==> src/rtl/mmio_pkg.sv <==
// mmio_pkg: register offsets, status bit positions and default window base for the dmem MMIO bridge.
package mmio_pkg;
    localparam logic [11:0] DEF_MMIO_BASE = 12'hFF0;
    localparam logic [3:0] OFF_LED = 4'd0;
    localparam logic [3:0] OFF_CYCLE = 4'd1;
    localparam logic [3:0] OFF_TXDATA = 4'd2;
    localparam logic [3:0] OFF_STATUS = 4'd3;
    localparam int ST_EMPTY = 0;
    localparam int ST_FULL = 1;
    localparam int ST_OVF = 2;
    localparam int ST_COUNT = 4;
endpackage

==> src/rtl/mmio_tx_fifo.sv <==
// mmio_tx_fifo: circular byte buffer feeding the TX consumer; a pop frees a slot for a push on the same edge.
module mmio_tx_fifo #(
    parameter int DEPTH = 8
)(
    input  logic       clock,
    input  logic       reset,
    input  logic       push,
    input  logic       pop,
    input  logic [7:0] din,
    output logic [7:0] dout,
    output logic       full,
    output logic       empty,
    output logic [3:0] count
);
    localparam int AW = $clog2(DEPTH);
    logic [7:0] mem [DEPTH];
    logic [AW-1:0] rd_ptr, wr_ptr;
    logic [AW:0] cnt;
    logic do_pop, do_push;
    assign empty = cnt == '0;
    assign full = cnt == (AW+1)'(DEPTH);
    assign do_pop = pop & ~empty;
    assign do_push = push & (~full | do_pop);
    assign dout = empty ? 8'h00 : mem[rd_ptr];
    assign count = 4'(cnt);
    always_ff @(posedge clock)
        if (do_push) mem[wr_ptr] <= din;
    // Pointers wrap naturally because DEPTH is a power of two.
    always_ff @(posedge clock) begin
        if (reset) begin
            rd_ptr <= '0;
            wr_ptr <= '0;
            cnt <= '0;
        end else begin
            rd_ptr <= rd_ptr + AW'(do_pop);
            wr_ptr <= wr_ptr + AW'(do_push);
            cnt <= cnt + (AW+1)'(do_push) - (AW+1)'(do_pop);
        end
    end
endmodule

==> src/rtl/dmem_mmio_bridge.sv <==
// dmem_mmio_bridge: routes dmem accesses to the syncram or a 16-word MMIO window (LED, cycle, TX FIFO, status).
// Define MMIO_TX_OVF_STICKY_EN to add a sticky TX overflow flag in STATUS bit 2.
module dmem_mmio_bridge
    import mmio_pkg::*;
#(
    parameter int FIFO_DEPTH = 8,
    parameter logic [11:0] MMIO_BASE = DEF_MMIO_BASE
)(
    input  logic        clock,
    input  logic        reset,
    input  logic [11:0] address_dmem,
    input  logic [31:0] data,
    input  logic        wren,
    output logic [31:0] q_dmem,
    output logic [11:0] mem_address,
    output logic [31:0] mem_data,
    output logic        mem_wren,
    input  logic [31:0] mem_q,
    output logic [15:0] led,
    output logic [7:0]  tx_data,
    output logic        tx_valid,
    input  logic        tx_ready
);
    logic is_mmio, mmio_wr, push, pop, full, empty, ovf, sel_q;
    logic [3:0] off, count;
    logic [31:0] cycle, status, rd_val, mmio_q;
    assign is_mmio = address_dmem[11:4] == MMIO_BASE[11:4];
    assign off = address_dmem[3:0];
    assign mmio_wr = wren & is_mmio;
    assign mem_address = address_dmem;
    assign mem_data = data;
    assign mem_wren = wren & ~is_mmio;
    assign push = mmio_wr && off == OFF_TXDATA;
    assign tx_valid = ~empty;
    assign pop = tx_valid & tx_ready;
    mmio_tx_fifo #(.DEPTH(FIFO_DEPTH)) u_fifo (
        .clock(clock),
        .reset(reset),
        .push(push),
        .pop(pop),
        .din(data[7:0]),
        .dout(tx_data),
        .full(full),
        .empty(empty),
        .count(count)
    );
`ifdef MMIO_TX_OVF_STICKY_EN
    logic ovf_q, drop, clr_ovf;
    assign drop = push & full & ~pop;
    assign clr_ovf = mmio_wr && off == OFF_STATUS && data[ST_OVF];
    always_ff @(posedge clock) begin
        if (reset) ovf_q <= 1'b0;
        else if (drop) ovf_q <= 1'b1;
        else if (clr_ovf) ovf_q <= 1'b0;
    end
    assign ovf = ovf_q;
`else
    assign ovf = 1'b0;
`endif
    always_comb begin
        status = '0;
        status[ST_COUNT +: 4] = count;
        status[ST_OVF] = ovf;
        status[ST_FULL] = full;
        status[ST_EMPTY] = empty;
    end
    always_comb
        rd_val = off == OFF_LED    ? {16'h0, led} :
                 off == OFF_CYCLE  ? cycle :
                 off == OFF_STATUS ? status : '0;
    // Registered MMIO read path mirrors the syncram's one-cycle latency.
    always_ff @(posedge clock) begin
        if (reset) begin
            led <= '0;
            cycle <= '0;
            sel_q <= 1'b0;
            mmio_q <= '0;
        end else begin
            if (mmio_wr && off == OFF_LED) led <= data[15:0];
            cycle <= (mmio_wr && off == OFF_CYCLE) ? '0 : cycle + 32'd1;
            sel_q <= is_mmio;
            mmio_q <= rd_val;
        end
    end
    assign q_dmem = sel_q ? mmio_q : mem_q;
endmodule
==> config.mk <==
export PLATFORM = sky130hd
export DESIGN_NAME = dmem_mmio_bridge
export DESIGN_NICKNAME = d
export VERILOG_FILES = /design/src/rtl/mmio_pkg.sv /design/src/rtl/mmio_tx_fifo.sv /design/src/rtl/dmem_mmio_bridge.sv
export SDC_FILE = /design/constraint.sdc
export NUM_CORES = 1
export LEC_CHECK = 0
export ABC_CLOCK_PERIOD_IN_PS = 3480
export BUFFER_PORTS_ARGS = -buffer_cell sky130_fd_sc_hd__buf_2
export CORE_ASPECT_RATIO = 0.5
export CORE_MARGIN = 5
export CORE_UTILIZATION = 53
export CTS_CLUSTER_DIAMETER = 120
export CTS_CLUSTER_SIZE = 16
export DETAILED_ROUTE_END_ITERATION = 8
export PLACE_DENSITY = 0.78
export SYNTH_ARGS = -nofsm -noshare
export SYNTH_HDL_FRONTEND = slang
export SYNTH_HIERARCHICAL = 1
export SYNTH_SLANG_ARGS = --single-unit
==> constraint.sdc <==
create_clock -name clock -period 3.48 [get_ports clock]
set_clock_uncertainty 0.05 [all_clocks]
set_input_delay 0.348 -clock clock [delete_from_list [all_inputs] [get_ports clock]]
set_output_delay 0.348 -clock clock [all_outputs]
set_load 0.1 [all_outputs]
---- Yosys cells after proc, flatten, opt, wreduce, memory -nomap -nowiden ----
Memory sizes are Yosys's and may differ from the RTL's. A register that Yosys moved wholly into a read port is not among the register bits.
Index checks and enable logic that the tools add are counted.
operators by class
  shifts and indexed selects .............. 0
  bitwise logic cells ..................... 9
  muxes and demuxes ....................... 8
  reductions and logical operators ........ 7
  order comparisons ....................... 0
  divide/modulo/power cells ............... 0
  add/sub/neg operators ................... 5
  $mul .................................... 0
  eq/ne operators ......................... 5
operators by type and width
  cell                                                              number
  32-bit two-way mux                                                2
  32-bit by 1-bit adder with 32-bit output (second input constant)  1
  16-bit two-way mux                                                1
  8-bit two-way mux                                                 2
  4-bit by 2-bit == test with 1-bit output (second input constant)  2
  8-bit == test (second input constant)                             1
  4-bit zero test                                                   2
  3-bit by 1-bit adder with 3-bit output                            2
  1-bit AND                                                         5
  4-bit by 1-bit adder with 4-bit output                            1
  4-bit by 1-bit == test with 1-bit output (second input constant)  1
  4-bit == test (second input constant)                             1
  2-bit OR reduction                                                2
  4-bit by 1-bit subtractor with 4-bit output                       1
  1-bit logical AND                                                 3
  3-bit two-way mux                                                 1
  1-bit NOT                                                         3
  1-bit two-way mux                                                 2
  1-bit bitwise OR                                                  1
storage, ports and cells
  flip-flop bits (word level) ............. 91
  RAM bits ................................ 64
  memories kept ........................... 1
  bits in read-only memories .............. 0
  input bits .............................. 80
  latch bits .............................. 0
memories
  name        words  width  rd ports  clocked after Yosys merged registers in  wr ports  line                RTL
  u_fifo.mem  8      8      1         1                                        1         mmio_tx_fifo.sv:16  logic [7:0] mem [DEPTH];

---- Logic depth before layout (Yosys ltp) ----
Gate-level depths: netlist of run 1.
  depth in word-level cells ............... 8
  mapped depth ............................ 11

---- Hierarchy ----
The synthesis of run 1 kept the hierarchy.
by module, submodules not included
  module            cells an instance  times used  sequential area each (µm²)  area an instance (µm²)
  dmem_mmio_bridge  419                1           1621.6                      3911.3
  mmio_tx_fifo      196                1           2122.0                      3155.5

---- Least setup slack after synthesis of run 1 ----
Ideal clock, no wire load.
  path kind ............................... reg-to-reg
  from .................................... reg u_fifo.cnt[2] (netlist: u_fifo/count[2])
  to ...................................... reg u_fifo.cnt[3] (netlist: u_fifo/count[3])
  period minus slack after synthesis ...... 2.595 ns
  path buffers ............................ 1
  path slack .............................. 0.885 ns
  stages on the path, launching flop included .. 11
  arrival ................................. 2.424 ns
  cell sequence ........................... dfxtp_1 inv_1 ha_1 nor3b_1 buf_4 nor2b_1 or3b_2 ha_1 a21o_1 a21oi_1 mux2_2
between the ends
  cells in the longest elaborated chain, start to end .. 8
ends and longest elaborated chain
  element                                        line                    RTL
  start: declaration                             mmio_tx_fifo.sv:18      logic [AW:0] cnt;
  start signal: assignment                       mmio_tx_fifo.sv:37      cnt <= cnt + (AW+1)'(do_push) - (AW+1)'(do_pop);
  4-bit zero test *                              mmio_tx_fifo.sv:20      assign empty = cnt == '0;
  via empty                                      dmem_mmio_bridge.sv:24  logic is_mmio, mmio_wr, push, pop, full, empty, ovf, sel_q;
  1-bit NOT *                                    dmem_mmio_bridge.sv:34  assign tx_valid = ~empty;
  1-bit AND *                                    dmem_mmio_bridge.sv:35  assign pop = tx_valid & tx_ready;
  via pop                                        dmem_mmio_bridge.sv:24
  1-bit AND *                                    mmio_tx_fifo.sv:22      assign do_pop = pop & ~empty;
  1-bit bitwise OR                               mmio_tx_fifo.sv:23      assign do_push = push & (~full | do_pop);
  1-bit AND                                      mmio_tx_fifo.sv:23
  4-bit by 1-bit adder with 4-bit output         mmio_tx_fifo.sv:37
  4-bit by 1-bit subtractor with 4-bit output *  mmio_tx_fifo.sv:37
Mark *: on every way through the listed nets, which the timed path passes. The rest lies on a longest branch.
A chain may end at the register's enable or synchronous reset.

==> metrics, run 1 <==
outcome=finished, final reports clean; number of core rows=29; overall power=5.46 mW; fin. max-slew vios=0; Die Y=91.7 µm; Crit Path Max Fanout=33; CP max stage cell=buf_2; #FFs+latches synth=155; Most Used Layer, Global Route=met2; met1 GRT Util=0.228; GR Util All Layers=0.186; worst slew pin tran=0.787 ns; Critical Path Max Stage Delay=0.47 ns; Reg clk slew, reported paths=0.07 ns; R2R depth=9; setup tns final=0 ns; Worst setup endpoint=tx_data[0]; global-route wire length before repair=23.9 mm; cell leakage power=3.09 nW; Synth Area per Inst=11.5 µm²; final setup fails=0; critical setup path kind=reg -> out; Crit path arrival time=2.32 ns; ant diodes=0; largest net degree at the start of global routing=34; Remaining Overflow, GRT=0; Root Driver=clkbuf_16; max-cap viol count=0; relative slew slack=0.474; RSZ-0062 raised after global routing=false; CP required=3.08 ns; power density cells=666 nW/µm²; met2 Resource Use GR=0.327; Final Hold Viols=0; I/O pin total=182; WL per Instance=16.3 µm; Hold Crit Class=in -> reg; Final HPWL DP=10.6 mm; vias in the first global route=4770; CP bufs+invs=2; CTS resizes=0; Die Width=173 µm; critical path depth=5; share of layout cells above drive strength 1=0.336; Final nets=808; CTS tree=done; clk_lat worst skew=0.42 ns; htree depth=4; worst path cell trace=buf_4 -> mux2i_1 -> a22o_1 -> nor3_2 -> buf_2; initial drt markers=221; DRC Markers=0; R2R Path End=u_fifo/count[1]; die area=15900 µm²; fmax=0.368 GHz; Warnings, synthesis=6; crit end category=output pin; flop2flop setup slack=0.83 ns; Worst Setup SP=u_fifo/rd_ptr[1]; Max VDD drop=0.000349 V; share of the yosys chip area belonging to registers=0.530; Hold-fix buffers, CTS=0; clk sink count=155; CP startpoint kind=flip-flop; family with the most delay on the worst path=buffers and inverters; post-synthesis net count=706; Total Routed Length=14.7 mm; RD Place Congestion=0.834; reg2reg start=u_fifo/count[2]; crit path time final=2.72 ns; Vias/cell=5.36; number of buffers created by CTS=17; GR Util met3=0.0382; cell count after synthesis=615; final cycle utilization of the critical path=0.780; IO Port Bufs=149; Post-CTS Setup Bufs=0; Layout area overhead=16.0%; Routed Antenna Nets=0; initial core utilization=0.550; Pre-antenna DRT Iters=4; Synth Cell Area=7070 µm²; Fillers=1004; core area=12800 µm²; register area=3740 µm²; overall via count from detail_route=4828; initial antenna violation count=0; Netlist cell types=50; Multi-input gate area=2740 µm²; Longest Clk Path Bufs=2
routing by layer:
| metal | up-vias | share of wire |
|---|---|---|
| met5 | - | 0 |
| li1 | 2390 | - |
| met1 | 2302 | 0.43 |
| met4 | 0 | 0.016 |
| met2 | 112 | 0.51 |
| met3 | 24 | 0.041 |
worst min-delay path by stage:
| stage | from | endpoint | depth (start not counted) |
|---|---|---|---|
| 2_1_floorplan | cycle[0] | cycle[0] | 1 |
| 4_1_cts | data[12] | led[12] | 3 |
| 5_1_grt | data[12] | led[12] | 3 |
| 3_5_place_dp | cycle[0] | cycle[0] | 1 |
| 3_3_place_gp | cycle[0] | cycle[0] | 1 |
| 6_report | data[12] | led[12] | 3 |
state kept, by name, summed over array words and instances, names as in the netlist:
signal         flops
u_fifo/count       4
cycle             32
led               16
u_fifo/wr_ptr      3
u_fifo/rd_ptr      3
mmio_q            32
sel_q              1
u_fifo/mem        64
layout by cell type, fill, tap and decap left out, types with 3 or more instances in the layout:
cell type	instances
buf_2	149
dfxtp_1	91
edfxtp_1	64
nor2_1	54
mux2i_1	48
mux2_2	33
a21oi_1	29
a22o_1	26
inv_1	19
and2_1	18
clkbuf_16	17
xnor2_1	16
nor2b_1	13
nor3_1	13
nand2_1	12
nand3_1	11
nand4_1	10
ha_1	10
or3_1	8
or4_1	8
o31ai_1	8
buf_4	8
nor3_2	8
nor4_1	6
clkinv_4	5
o21ai_0	4
inv_6	4
nand4_2	3
inv_8	3
cells by family after synthesis:
family | count (synthesis) | synth area share
flip-flops | 155 | 0.530
XOR/XNOR | 17 | 0.0211
buffers and inverters | 94 | 0.0837
multiplexers | 81 | 0.121
AO/OA/AOI/OAI | 76 | 0.0760
adder cells (fa/ha/maj) | 11 | 0.0205
AND/OR/NAND/NOR | 181 | 0.148
worst reg2reg max path, stage by stage (launching register included):
cell and delay [ns]:
dfxtp_1 0.33, inv_1 0.08, ha_1 0.22, nor3b_2 0.19
nor2b_1 0.18, or3b_2 0.51, o21ai_0 0.13, ha_1 0.25
fa_1 0.42, nor2b_1 0.14
layout make-up:
cell class / instances / share of cell area
Inverter: 19 / 0.00870
Tap cell: 170 / 0.0260
Sequential cell: 155 / 0.457
Clock inverter: 15 / 0.0220
Clock buffer: 17 / 0.0519
Multi-Input combinational cell: 366 / 0.334
Timing Repair Buffer: 158 / 0.101
Yosys cell counts, drive strengths merged:
| library cell | number | area share |
|---|---|---|
| dfxtp | 91 | 0.26 |
| edfxtp | 64 | 0.27 |
| buf | 60 | 0.066 |
| nor2 | 54 | 0.029 |
| mux2i | 48 | 0.068 |
| mux2 | 33 | 0.053 |
| a21oi | 29 | 0.021 |
| a22o | 26 | 0.032 |
| nor3 | 21 | 0.021 |
| and2 | 19 | 0.017 |
| inv | 19 | 0.010 |
| xnor2 | 16 | 0.020 |
| clkbuf | 15 | 0.0080 |
| nand4 | 13 | 0.014 |
| nor2b | 13 | 0.012 |
| nand2 | 12 | 0.0064 |
| nand3 | 11 | 0.0078 |
| ha | 10 | 0.018 |
| or4 | 10 | 0.012 |
| o31ai | 8 | 0.0085 |
| or3 | 8 | 0.0071 |
| nor4 | 7 | 0.0083 |
| o21ai | 4 | 0.0028 |
| nor3b | 3 | 0.0039 |
| or3b | 3 | 0.0041 |
| a21o | 2 | 0.0021 |
| and4 | 2 | 0.0025 |
| nand2b | 2 | 0.0018 |
| o211ai | 2 | 0.0035 |
| o41ai | 2 | 0.0025 |
| a31o | 1 | 0.0012 |
| a41o | 1 | 0.0014 |
| and3 | 1 | 0.00089 |
| fa | 1 | 0.0028 |
| nand3b | 1 | 0.0011 |
| nand4b | 1 | 0.0012 |
| o21a | 1 | 0.0011 |
| xor2 | 1 | 0.0012 |
report_power, final:
part / switching, mW / total (mW) / internal (mW)
combinational: 1.26 / 1.64 / 0.372
clock: 0.775 / 1.86 / 1.08
sequential: 0.0376 / 1.96 / 1.92
total: 2.08 / 5.46 / 3.38
metrics by stage:
step	utilization	cells	cell area [µm²]	hold slack [ns]	setup WS (ns)
after floorplan	-	615	7070	0.387	0.885
after global placement	0.591	868	7590	0.411	0.831
after detailed placement	0.591	868	7590	0.423	0.781
after CTS	0.638	900	8200	0.113	0.718
after global routing	0.638	900	8200	0.135	0.631
final	0.638	900	8200	0.126	0.764
No activity file was read; power rests on OpenSTA's default activity.
==> run 2: changes to the inputs <==
--- a/config.mk
+++ b/config.mk
@@ -5,7 +5,7 @@
 export SDC_FILE = /design/constraint.sdc
 export NUM_CORES = 1
 export LEC_CHECK = 0
-export ABC_CLOCK_PERIOD_IN_PS = 3480
+export ABC_CLOCK_PERIOD_IN_PS = 2500
 export BUFFER_PORTS_ARGS = -buffer_cell sky130_fd_sc_hd__buf_2
 export CORE_ASPECT_RATIO = 0.5
 export CORE_MARGIN = 5
==> constraint.sdc (replaced) <==
create_clock -name clock -period 2.5 [get_ports clock]
set_clock_uncertainty 0.05 [all_clocks]
set_input_delay 0.25 -clock clock [delete_from_list [all_inputs] [get_ports clock]]
set_output_delay 0.25 -clock clock [all_outputs]
set_load 0.1 [all_outputs]
==> run 2 against run 1 <==
Utilization increased by 5.9 points. Worst hold slack worse by 0.097 ns. Via count increased by 2.8%. Critical path depth is 5 higher. Power is 51% higher.
==> metrics, run 2 (synthesized netlist as in run 1, its figures left out) <==
outcome=finished, final reports clean; die area=15900 µm²; commonest non-fill, non-tap cells in the layout=109 x buf_2, 90 x dfxtp_1, 64 x edfxtp_1; Reg with most FFs=u_fifo/mem; fin area=8950 µm²; global-route wire length before repair=26.3 mm; CTS tree=done; Die Width=173 µm; WL per Instance=17.5 µm; crit path time final=2.42 ns; critical setup path kind=reg -> reg; Pre-antenna DRT Iters=4; Vias/cell=5.42; Routed Antenna Nets=0; initial antenna violation count=0; Reg clk slew, reported paths=0.07 ns; CP startpoint kind=flip-flop; Final HPWL DP=11.2 mm; power density cells=921 nW/µm²; Setup WS post-layout=0.0790 ns; DRC Markers=0; Longest Clk Path Bufs=2; Largest register FFs=64; commonest non-fill, non-tap cell in the layout=buf_2; Hold Crit Class=in -> reg; fin. max-slew vios=0; Max VDD drop=0.000441 V; clk_lat worst skew=0.42 ns; WHS=0.0287 ns; overall via count from detail_route=4963; Fillers=914; biggest regs=u_fifo/mem x64, cycle x32, mmio_q x32; initial drt markers=351; htree depth=4; worst slew pin tran=0.697 ns; post-placement cell area=8300 µm²; final cycle utilization of the critical path=0.968; largest net degree at the start of global routing=34; CP required=2.74 ns; Setup WS pre-CTS=-0.0336 ns; Final Hold Viols=0; IO Port Bufs=149; Total Routed Length=16.0 mm; relative slew slack=0.532; clk sink count=155; I/O pin total=182; GR Util All Layers=0.205; Crit Path Max Fanout=4; cell leakage power=3.38 nW; fmax=0.413 GHz; Layout area overhead=26.6%; number of core rows=29; Die Y=91.7 µm; RD Place Congestion=0.834; Remaining Overflow, GRT=0; max-cap viol count=0; Root Driver=clkbuf_16; crit end category=flip-flop; core area=12800 µm²; initial core utilization=0.550; final core utilization=0.697; vias in the first global route=5159; Crit path arrival time=2.66 ns; ant diodes=0; setup tns final=0 ns; share of layout cells above drive strength 1=0.357; Final nets=823; number of buffers created by CTS=17; final setup fails=0
## run 2: area by class of cell
type                    instances  area (µm²)  area share
clock inverters                15         180      0.0201
inverters                      19        71.3     0.00797
clock buffers                  17         425      0.0475
well taps                     170         213      0.0238
multi-input cells             366        2760       0.309
repair buffers                173        1550       0.173
flip-flops and latches        155        3740       0.419
## run 2: what timing repair did
item | in CTS | in global routing
resized for setup | 1 | 5
hold buffers | 0 | 0
endpoints found under the setup margin | 1 | 3
setup buffers | 1 | 2
## run 2: path summary, 6_finish.rpt
check	slack (ns)	startpoint	cells past startpoint	end
max	0.08	u_fifo/count[2]	10	u_fifo/count[1]
max reg2reg	0.08	u_fifo/count[2]	10	u_fifo/count[1]
min	0.03	data[14]	3	led[14]
min reg2reg	0.44	cycle[0]	1	cycle[0]
## run 2: worst max-delay path, cell delays in order, from the launching register on
cell and delay, ns:
dfxtp_2 0.32, inv_1 0.10, ha_2 0.20, nor3b_4 0.29
nor2b_2 0.08, buf_4 0.14, nor2b_2 0.15, o21ai_0 0.19
ha_1 0.22, fa_1 0.41, nor2b_1 0.14
## run 2: per-layer routing
layer,GRT usage,vias to the layer above,part of all wire
li1,-,2414,-
met1,0.241,2405,0.41
met2,0.375,115,0.53
met3,0.0460,29,0.039
met4,0.0723,0,0.017
met5,0,-,0
## run 2: report_power, final
part	switching (mW)	internal, mW
combinational	1.89	0.981
clock	1.12	1.51
sequential	0.0606	2.68
total	3.06	5.17
## run 2: stage by stage
stage | cells | power, mW
2_1_floorplan | 615 | 4.85
3_3_place_gp | 880 | 5.50
3_5_place_dp | 880 | 5.56
4_1_cts | 913 | 8.21
5_1_grt | 915 | 8.52
6_report | 915 | 8.24
==> run 3: changes to the inputs <==
--- a/config.mk
+++ b/config.mk
@@ -5,15 +5,15 @@
 export SDC_FILE = /design/constraint.sdc
 export NUM_CORES = 1
 export LEC_CHECK = 0
-export ABC_CLOCK_PERIOD_IN_PS = 2500
+export ABC_CLOCK_PERIOD_IN_PS = 3050
 export BUFFER_PORTS_ARGS = -buffer_cell sky130_fd_sc_hd__buf_2
 export CORE_ASPECT_RATIO = 0.5
 export CORE_MARGIN = 5
-export CORE_UTILIZATION = 53
+export CORE_UTILIZATION = 57
 export CTS_CLUSTER_DIAMETER = 120
 export CTS_CLUSTER_SIZE = 16
 export DETAILED_ROUTE_END_ITERATION = 8
-export PLACE_DENSITY = 0.78
+export PLACE_DENSITY = 0.83
 export SYNTH_ARGS = -nofsm -noshare
 export SYNTH_HDL_FRONTEND = slang
 export SYNTH_HIERARCHICAL = 1
==> constraint.sdc (replaced) <==
create_clock -name clock -period 3.05 [get_ports clock]
set_clock_uncertainty 0.05 [all_clocks]
set_input_delay 0.305 -clock clock [delete_from_list [all_inputs] [get_ports clock]]
set_output_delay 0.305 -clock clock [all_outputs]
set_load 0.1 [all_outputs]
==> run 3 against run 2 <==
Utilization shrank 0.84 points. Design area shrank 7.8%. First-iteration DRC count shrank 26%. Register-to-register slack better by 0.095 ns. Sequential cell count stayed put. Routed wire length fell by 7.1%. Power fell by 24%. Largest power group is now sequential cells.
==> metrics, run 3 (synthesized netlist as in run 1, its figures left out) <==
CP max stage cell=nor3b_4; max-cap viol count=0; family with the most delay on the worst path=simple AND/OR/NAND/NOR gates; Most Used Layer, Global Route=met2; Critical Path Max Stage Delay=0.65 ns; Root Driver=clkbuf_16; R2R depth=10; worst path cell trace=inv_1 -> ha_1 -> nor3b_4 -> nor2b_1 -> or3b_2 -> o21ai_0 -> ha_1 -> a21o_1 -> a21oi_1 -> mux2_2; htree depth=4; overall power=6.29 mW; core area=12000 µm²; biggest regs=u_fifo/mem x64, cycle x32, mmio_q x32; I/O pin total=182; Crit path arrival time=3.13 ns; clk sink count=155; fin. max-slew vios=0; Die Y=88.7 µm; R2R Path End=u_fifo/count[3]; Vias/cell=5.48; Max VDD drop=0.000726 V; crit path time final=2.88 ns; vias in the first global route=4709; RD Place Congestion=0.848; Final Hold Viols=0; Setup WS post-layout=0.174 ns; initial antenna violation count=0; Reg clk slew, reported paths=0.06 ns; Longest Clk Path Bufs=2; final cycle utilization of the critical path=0.943; Total Routed Length=14.9 mm; final setup fails=0; CTS tree=done; relative slew slack=0.471; CP startpoint kind=flip-flop; Largest register FFs=64; share of layout cells above drive strength 1=0.329; die area=14900 µm²; setup tns final=0 ns; Pre-antenna DRT Iters=5; CP bufs+invs=1; flop2flop setup slack=0.17 ns; CP required=3.30 ns; Min-Delay Path Depth=3; met2 Resource Use GR=0.360; Final HPWL DP=10.8 mm; Reg with most FFs=u_fifo/mem; cell leakage power=3.07 nW; final core utilization=0.688; Layout area overhead=16.7%; outcome=finished, final reports clean; GR Util All Layers=0.200; DRC Markers=0; power density cells=763 nW/µm²; Crit Path Max Fanout=13; Routed Antenna Nets=0; overall via count from detail_route=4901; Post-CTS Setup Bufs=0; crit end category=flip-flop; number of core rows=28; Final nets=808; initial drt markers=259; initial core utilization=0.590; commonest non-fill, non-tap cells in the layout=141 x buf_2, 91 x dfxtp_1, 64 x edfxtp_1; RSZ-0062 raised after global routing=false; IO Port Bufs=149; global-route wire length before repair=23.3 mm; Setup WS pre-CTS=-0.0675 ns; Remaining Overflow, GRT=0; fmax=0.348 GHz; GR Util met3=0.0491; reg2reg start=u_fifo/count[2]; worst slew pin tran=0.791 ns; Hold Crit Class=in -> reg; critical setup path kind=reg -> reg; ant diodes=0; CP dominant cell by count=ha_1; commonest non-fill, non-tap cell in the layout=buf_2; Die Width=167 µm; WL per Instance=16.6 µm; Fillers=891; met1 GRT Util=0.238; Worst Hold Launch=data[12]; largest net degree at the start of global routing=34; clk_lat worst skew=0.41 ns; Hold Path Sink=led[12]; number of buffers created by CTS=17
## run 3: cell count changes in the layout (fill, tap and decap cells not counted), moves of 3 or more
cell,previous run,this run
clkinv_4,3,0
buf_2,109,141
clkinv_1,0,3
clkinvlp_4,1,5
buf_4,22,8
buf_12,42,9
inv_6,6,1
inv_8,3,0
## run 3: metal layers
| layer | vias to the layer above | share of wire |
|---|---|---|
| li1 | 2379 | - |
| met1 | 2344 | 0.40 |
| met2 | 145 | 0.53 |
| met3 | 33 | 0.053 |
| met4 | 0 | 0.018 |
| met5 | - | 0 |
## run 3: what timing repair did
action,CTS,global route
hold buffers,0,0
resized for setup,1,0
setup endpoints to repair,3,0
## run 3: final cells by class
cell class / count / area (µm²) / area share
Sequential cell: 155 / 3740 / 0.454
Multi-Input combinational cell: 366 / 2740 / 0.333
Timing Repair Buffer: 158 / 946 / 0.115
Clock buffer: 19 / 433 / 0.0525
Tap cell: 165 / 206 / 0.0250
Clock inverter: 13 / 103 / 0.0124
Inverter: 19 / 71.3 / 0.00865
## run 3: how the worst max path moves through the flow
| stage | start | endpoint | slack [ns] | cells after the start |
|---|---|---|---|---|
| finish | u_fifo/count[2] | u_fifo/count[3] | 0.17 | 10 |
| global route | u_fifo/count[2] | u_fifo/count[3] | 0.002 | 10 |
| CTS | u_fifo/count[2] | u_fifo/count[3] | 0.19 | 10 |
| detailed placement | u_fifo/count[2] | u_fifo/count[3] | -0.07 | 10 |
| global placement | u_fifo/count[2] | u_fifo/count[3] | 0.12 | 10 |
| floorplan | u_fifo/count[2] | u_fifo/count[3] | 0.46 | 10 |
## run 3: worst reg2reg max path, stage by stage, from the launching register on
cell,delay (ns)
dfxtp_1,0.31
inv_1,0.10
ha_1,0.20
nor3b_4,0.65
nor2b_1,0.18
or3b_2,0.28
o21ai_0,0.10
ha_1,0.22
a21o_1,0.16
a21oi_1,0.17
mux2_2,0.35
## run 3: report_power, final
group          switching, mW  total [mW]  internal [mW]
Combinational           1.49        2.15          0.662
Sequential            0.0467        2.24           2.20
Clock                  0.791        1.90           1.11
## run 3: stage by stage
step                      instance area (µm²)  instances  hold slack [ns]
after global routing                     8250        895           0.0955
after CTS                                8250        895           0.0746
final                                    8250        895           0.0836
after detailed placement                 7700        863            0.412
after global placement                   7700        863            0.407
after floorplan                          7070        615            0.354
